==> config.mk <==
export PLATFORM = sky130hd
export DESIGN_NAME = i2s_ser
export DESIGN_NICKNAME = d
export VERILOG_FILES = /design/src/rtl/i2s_ser.sv
export SDC_FILE = /design/constraint.sdc
export NUM_CORES = 1
export LEC_CHECK = 0
export BUFFER_PORTS_ARGS = -buffer_cell sky130_fd_sc_hd__buf_2
export CORE_ASPECT_RATIO = 0.75
export CORE_UTILIZATION = 45
export CTS_CLUSTER_DIAMETER = 80
export DETAILED_ROUTE_END_ITERATION = 8
export PLACE_DENSITY = 0.64
export SLEW_MARGIN = 0
export SYNTH_ARGS = -nofsm -noshare
export SYNTH_HDL_FRONTEND = slang
export SYNTH_SLANG_ARGS = --single-unit
==> constraint.sdc <==
create_clock -name clk -period 2.7 [get_ports clk]
set_clock_uncertainty 0.05 [all_clocks]
set_input_delay 0.27 -clock clk [delete_from_list [all_inputs] [get_ports clk]]
set_output_delay 0.27 -clock clk [all_outputs]
set_load 0.01 [all_outputs]
==> src/rtl/i2s_ser.sv <==
// i2s_ser: Philips I2S transmitter.
//
// Accepts 64-bit stereo samples ([63:32] left, [31:0] right, MSB-justified)
// over a valid/ready handshake, buffers one sample, and shifts each frame out
// as BCK/LRCK/DATA with the MSB one BCK after every LRCK edge. Each channel
// occupies a 32-bit slot. Samples are truncated to 16/24/32 bits when they
// are loaded.
//
// Optional feature: define I2S_SER_MUTE_EN to add the `mute` input. When mute
// is high at a frame load, a zero frame is sent. Any held sample is still
// consumed, so upstream is not stalled.
//
// Parameters:
//   BCK_DIV      BCK half-period in clk cycles (>= 2)
// Ports:
//   clk          system clock, rising edge
//   reset        synchronous active-high reset
//   in_data      stereo sample, [63:32] left, [31:0] right
//   in_valid     in_data valid
//   in_ready     holding register empty (registered)
//   bitnum       0=16, 1=24, 2/3=32 bit; sampled at frame load
//   mute         (I2S_SER_MUTE_EN only) send a zero frame; sampled at frame load
//   bck          bit clock
//   lrck         0=left, 1=right
//   data         serial data, changes on bck falling edge
//   underrun     1-clk pulse: frame loaded with no sample held
//   frame_start  1-clk pulse on the frame load cycle
module i2s_ser #(
  parameter int unsigned BCK_DIV = 4
) (
  input  logic        clk,
  input  logic        reset,
  input  logic [63:0] in_data,
  input  logic        in_valid,
  output logic        in_ready,
  input  logic [1:0]  bitnum,
`ifdef I2S_SER_MUTE_EN
  input  logic        mute,
`endif
  output logic        bck,
  output logic        lrck,
  output logic        data,
  output logic        underrun,
  output logic        frame_start
);

  localparam int unsigned DivW = (BCK_DIV > 1) ? $clog2(BCK_DIV) : 1;

  logic [DivW-1:0] div_cnt_q, div_cnt_d;
  logic            bck_q, bck_d;
  logic [5:0]      bit_cnt_q, bit_cnt_d;
  logic            lrck_q, lrck_d;
  logic            data_q, data_d;
  logic [63:0]     shreg_q, shreg_d;
  logic [63:0]     hold_q, hold_d;
  logic            full_q, full_d;
  logic            in_ready_q, in_ready_d;
  logic            underrun_q, underrun_d;
  logic            frame_start_q, frame_start_d;

  logic            div_end;
  logic            fall;
  logic            load;
  logic            accept;
  logic            mute_sel;
  logic [31:0]     chan_mask;
  logic [63:0]     frame;

`ifdef I2S_SER_MUTE_EN
  assign mute_sel = mute;
`else
  assign mute_sel = 1'b0;
`endif

  always_comb begin
    div_end = (div_cnt_q == DivW'(BCK_DIV - 1));
    fall    = div_end && bck_q;
    // The fall event where bit_cnt goes 0 -> 1 starts a new frame.
    load    = fall && (bit_cnt_q == 6'd0);
    accept  = in_valid && in_ready_q;

    unique case (bitnum)
      2'd0:    chan_mask = 32'hFFFF_0000;
      2'd1:    chan_mask = 32'hFFFF_FF00;
      default: chan_mask = 32'hFFFF_FFFF;
    endcase
  end

  always_comb begin
    div_cnt_d     = div_end ? '0 : div_cnt_q + DivW'(1);
    bck_d         = bck_q ^ div_end;
    bit_cnt_d     = bit_cnt_q;
    lrck_d        = lrck_q;
    data_d        = data_q;
    shreg_d       = shreg_q;
    hold_d        = hold_q;
    full_d        = full_q;
    underrun_d    = 1'b0;
    frame_start_d = 1'b0;
    frame         = '0;

    if (fall) begin
      bit_cnt_d = bit_cnt_q + 6'd1;
      lrck_d    = bit_cnt_d[5];
      if (load) begin
        frame_start_d = 1'b1;
        if (mute_sel) begin
          full_d = 1'b0;
        end else if (full_q) begin
          frame  = hold_q & {chan_mask, chan_mask};
          full_d = 1'b0;
        end else begin
          underrun_d = 1'b1;
        end
        data_d  = frame[63];
        shreg_d = {frame[62:0], 1'b0};
      end else begin
        data_d  = shreg_q[63];
        shreg_d = {shreg_q[62:0], 1'b0};
      end
    end

    // in_ready_q=1 implies full_q=0, so an accept never collides with a load
    // that consumes the holding register.
    if (accept) begin
      hold_d = in_data;
      full_d = 1'b1;
    end

    // Drops right after an accept; rises one cycle after the load that empties it.
    in_ready_d = !full_q && !full_d;
  end

  always_ff @(posedge clk) begin
    if (reset) begin
      div_cnt_q     <= '0;
      bck_q         <= 1'b0;
      bit_cnt_q     <= '0;
      lrck_q        <= 1'b0;
      data_q        <= 1'b0;
      shreg_q       <= '0;
      hold_q        <= '0;
      full_q        <= 1'b0;
      in_ready_q    <= 1'b0;
      underrun_q    <= 1'b0;
      frame_start_q <= 1'b0;
    end else begin
      div_cnt_q     <= div_cnt_d;
      bck_q         <= bck_d;
      bit_cnt_q     <= bit_cnt_d;
      lrck_q        <= lrck_d;
      data_q        <= data_d;
      shreg_q       <= shreg_d;
      hold_q        <= hold_d;
      full_q        <= full_d;
      in_ready_q    <= in_ready_d;
      underrun_q    <= underrun_d;
      frame_start_q <= frame_start_d;
    end
  end

  assign bck         = bck_q;
  assign lrck        = lrck_q;
  assign data        = data_q;
  assign in_ready    = in_ready_q;
  assign underrun    = underrun_q;
  assign frame_start = frame_start_q;

endmodule

# Yosys cells after proc, flatten, opt, wreduce, memory -nomap -nowiden

Index checks and enable logic that the tools add are counted.

$add $sub $neg: 2
Multipliers: 0
Div/mod/pow operators: 0
Order comparisons: 0
Equality and inequality tests: 2
Shift-type cells: 0
Multiplexer cells: 9
Bitwise logic cells: 4
Reduce and logical (&&, ||, !) cells: 11

Operators by type and width:

| kind                                           | number |
|---|---|
| 2-to-1 mux 64 bit                              | 2 |
| AND 64 bit                                     | 1 |
| case mux 16 bit (2 select lines)               | 1 |
| adder 6 x 1 -> 6 bit (second input constant)   | 1 |
| logical NOT 6 bit                              | 1 |
| 2-to-1 mux 1 bit                               | 6 |
| logical AND 1 bit                              | 4 |
| OR reduction 2 bit                             | 2 |
| OR reduction 3 bit                             | 1 |
| adder 2 x 1 -> 2 bit (second input constant)   | 1 |
| == test 2 x 1 -> 1 bit (second input constant) | 1 |
| == test 2 bit (second input constant)          | 1 |
| logical NOT 1 bit                              | 2 |
| logical NOT 2 bit                              | 1 |
| inverter 1 bit                                 | 2 |
| XOR 1 bit                                      | 1 |

Bits in registers: 143
Bits in latches: 0
Bits in writable memories: 0
Memory bits (read-only): 0
Input port bits: 69
Output and inout port bits: 6
Logic and storage cells: 39
Memories: 0

# Depth between registers and ports, before layout

Word-level depth: 8
Depth in mapped cells: 8
Gate-level depth less buffers: 5

# Worst setup path before layout

OpenSTA, ideal clock, no wires.

Path type: register to register
From: register bit_cnt_q[0]
To: register shreg_q[46]
Setup time: 103 ps
Arrival: 1,764 ps
Required time: 2,547 ps
Setup slack: 783 ps
Stages on the path, launching flop included: 8
Path buffers: 2
Clock period less this slack: 1,917 ps
Path through: dfxtp_1 -> inv_1 -> ha_1 -> or4b_4 -> o21a_1 -> buf_6 -> buf_2 -> a2111oi_2

Longest elaborated chain between the ends: 3

RTL lines:

| element                | RTL line | source |
|---|---|---|
| start, declared        | 51       | `logic [5:0] bit_cnt_q, bit_cnt_d;` |
| start signal, assigned | 150      | `bit_cnt_q <= bit_cnt_d;` |
| logical NOT 6 bit      | 79       | `load = fall && (bit_cnt_q == 6'd0);` |
| logical AND 1 bit      | 79       |  |
| 2-to-1 mux 64 bit      | 105      | `if (load) begin` |
| end signal, assigned   | 153      | `shreg_q <= shreg_d;` |
| end, declared          | 54       | `logic [63:0] shreg_q, shreg_d;` |

Every way passes these cells.
A chain may end at the register's enable or synchronous reset.

# Worst setup path after layout

From: register div_cnt_q[0]
To: register bit_cnt_q[5]

Longest elaborated chain between the ends: 2

RTL lines:

| element                | RTL line | source |
|---|---|---|
| start, declared        | 49       | `logic [DivW-1:0] div_cnt_q, div_cnt_d;` |
| start signal, assigned | 148      | `div_cnt_q <= div_cnt_d;` |
| == test 2 bit          | 76       | `div_end = (div_cnt_q == DivW'(BCK_DIV - 1));` |
| logical AND 1 bit      | 77       | `fall = div_end && bck_q;` |

Every way passes these cells.

==> reports/results.txt <==
RSZ-0062 raised after global routing = no
Rows = 35
Fraction of layout cells with a size suffix above 1 = 0.174
Hold_sp = in_data[48]
CP Capture Type = flop
Synthesized netlist cell count = 687
Fill count = 1167
Nets = 807
CP max stage cell = buf_4
Worst R2R Start = div_cnt_q[0]
Vias per cell = 5.24
Mapped Area = 5680 um^2
Global route total overflow = 0
CTS Buffer Depth = 2
CP required = 2.98 ns
Final period util = 0.871
Via Count = 4782
DP HPWL = 7.98 mm
H-tree depth = 4
Post-layout util = 0.552
Min-delay worst type = in2reg
Hold EP = hold_q[48]
Worst Tran Pin Value = 1.00 ns
Core area = 12300 um^2
Critical R2R Capture = bit_cnt_q[5]
Worst reg-to-reg path cell count = 6
Post-CTS Resized = 0
R2r setup slk = 0.35 ns
Total global-route track usage = 0.210
I/O pin cnt = 75
RePlAce Congestion = 0.780
Slowest stage delay, CP = 0.60 ns
Leakage power = 2.60 nW
# clock sinks = 141
IO Port Bufs = 74
Most frequent cells in the layout = nand2_1, dfxtp_1, buf_2
Root Buffer = clkbuf_16
Sequential share of the synthesized area = 0.497
Clock Latency Late Sink = 0.41 ns
Die width = 132 um
Hold-fix buffers, CTS = 0
Crit Path Category = reg2reg
TritonCTS Buffers = 17
Setup_tns = 0 ns
Relative slew slack = 0.330
Antenna-violating nets left = 0
Clock-pin slew on the worst setup and hold paths = 0.06 ns
Final Hold Vio Count = 0
Die Y = 99.3 um
Pwr/cell area = 710 nW/um^2
Maximum VDD drop = 451 uV
Initial antenna violation count = 0
Area after DPL = 6180 um^2
Starting Density = 0.462
Wire length per cell = 14.0 um
Worst path cell trace = ha_1 > ha_2 > buf_4 > nand4_1 > or3_1 > a21oi_1
Max Cap Viol = 0
Synth unique cells = 32
Largest net degree at the start of global routing = 100
Crit path max fanout = 69
Vias in the first global route = 4606
Final min period = 2.35 ns
Area growth, synth to finish = 19.5%
DRT Wirelength = 12.8 mm
Starting DRC count in detailed routing = 326
First-pass GRT wire length = 22.1 mm
CP arrival = 2.63 ns
Top post-synthesis cells by area = dfxtp_1, nand2_1, a221oi_1
DRC viols = 0
Final Instance Area = 6790 um^2
Net Count, Synth = 760
FF+latch count, synth = 141
Avg Synthesized Cell Area = 8.27 um^2
Most common cell after layout, fill and taps aside = nand2_1
Slew Limit Fails = 0
Hold Crit Depth = 3
Die area = 13100 um^2
Status = complete, no violations
CTS tree = done
Share of the synthesized area in the top cell type = 0.497
Drt pass-1 iters = 8
Critical path startpoint category = flop
Fmax = 0.425 GHz
Antenna cells = 0
Post-CTS setup repair buffer count = 0
Cell taking the most area after synthesis = dfxtp_1
Synth Warn # = 0
Final setup fails = 0
## sequential cells by signal, summed over array words and instances, names as in the netlist
register	count
bck	1
bit_cnt_q	6
data	1
div_cnt_q	2
frame_start	1
full_q	1
hold_q	64
in_ready	1
shreg_q	63
underrun	1
## power by group
group          switching, mW  leakage (nW)  internal (mW)  total [mW]
registers             0.0353          1.14           2.14        2.18
logic                  0.153          1.16          0.108       0.261
clock network          0.857         0.303           1.52        2.38
total                   1.05          2.60           3.77        4.82
## worst max path at each step
stage / from / to / slack, ns
2_1_floorplan: bit_cnt_q[0] / shreg_q[46] / 0.78
3_3_place_gp: div_cnt_q[0] / bit_cnt_q[5] / 0.48
3_5_place_dp: div_cnt_q[0] / bit_cnt_q[5] / 0.36
4_1_cts: div_cnt_q[0] / bit_cnt_q[5] / 0.34
5_1_grt: div_cnt_q[0] / bit_cnt_q[5] / 0.19
6_report: div_cnt_q[0] / bit_cnt_q[5] / 0.35
## per-layer routing
metal | GRT usage | part of all wire | up-vias
li1 | - | - | 2428
met1 | 0.277 | 0.50 | 2256
met2 | 0.335 | 0.45 | 84
met3 | 0.0505 | 0.036 | 14
met4 | 0.0787 | 0.012 | 0
met5 | 0 | 0 | -
## cell usage after synthesis, drive strengths merged
| master | count |
|---|---|
| dfxtp | 141 |
| a221oi | 47 |
| xor2 | 3 |
| a21oi | 66 |
| o21bai | 47 |
| nand2b | 1 |
| nand3 | 1 |
| mux2i | 1 |
| a2111oi | 16 |
| a211oi | 16 |
| xnor2 | 1 |
| o21a | 2 |
| nand2 | 178 |
| nor3b | 1 |
| or3 | 1 |
| nor2 | 23 |
| inv | 65 |
| buf | 16 |
| or4b | 1 |
| o21ai | 2 |
| o32a | 1 |
| clkbuf | 44 |
| nor2b | 1 |
| nor4 | 1 |
| ha | 4 |
| nor3 | 3 |
| and2 | 2 |
| nand4 | 2 |
## cells by family (layout without fill, tap and decap cells)
family	after synthesis	after routing	share of synthesized area
and+or+nand+nor	215	215	0.149
DFF	141	141	0.497
adders and majority gates	4	4	0.00881
AOI/OAI and AO/OA	197	197	0.252
buffers and inverters	125	185	0.0857
xor gates and xnor gates	4	4	0.00617
muxes	1	1	0.00176
## layout make-up
| cell class | count | area, um^2 | area share |
|---|---|---|---|
| Timing Repair Buffer | 88 | 515 | 0.0759 |
| Inverter | 65 | 244 | 0.0359 |
| Tap cell | 166 | 208 | 0.0306 |
| Sequential cell | 141 | 2820 | 0.416 |
| Clock inverter | 11 | 140 | 0.0206 |
| Clock buffer | 21 | 470 | 0.0693 |
| Multi-Input combinational cell | 421 | 2390 | 0.352 |
## worst max-delay path: cells and delay by family (launching register included)
kind / cells / cell delay, ns
simple gates: 2 / 0.73
buf+inv: 1 / 0.60
fa+ha+maj: 2 / 0.42
flops: 1 / 0.34
compound gates: 1 / 0.14
## per-stage QoR
stage          setup WS [ns]  total power [mW]  hold slack, ns  instances
2_1_floorplan          0.783              2.38           0.354        687
3_3_place_gp           0.483              2.48           0.361        881
3_5_place_dp           0.361              2.49           0.380        881
4_1_cts                0.340              4.86          0.0217        913
5_1_grt                0.193              5.01          0.0298        913
6_report               0.349              4.82          0.0377        913
Power figures use the tool's default switching activity.
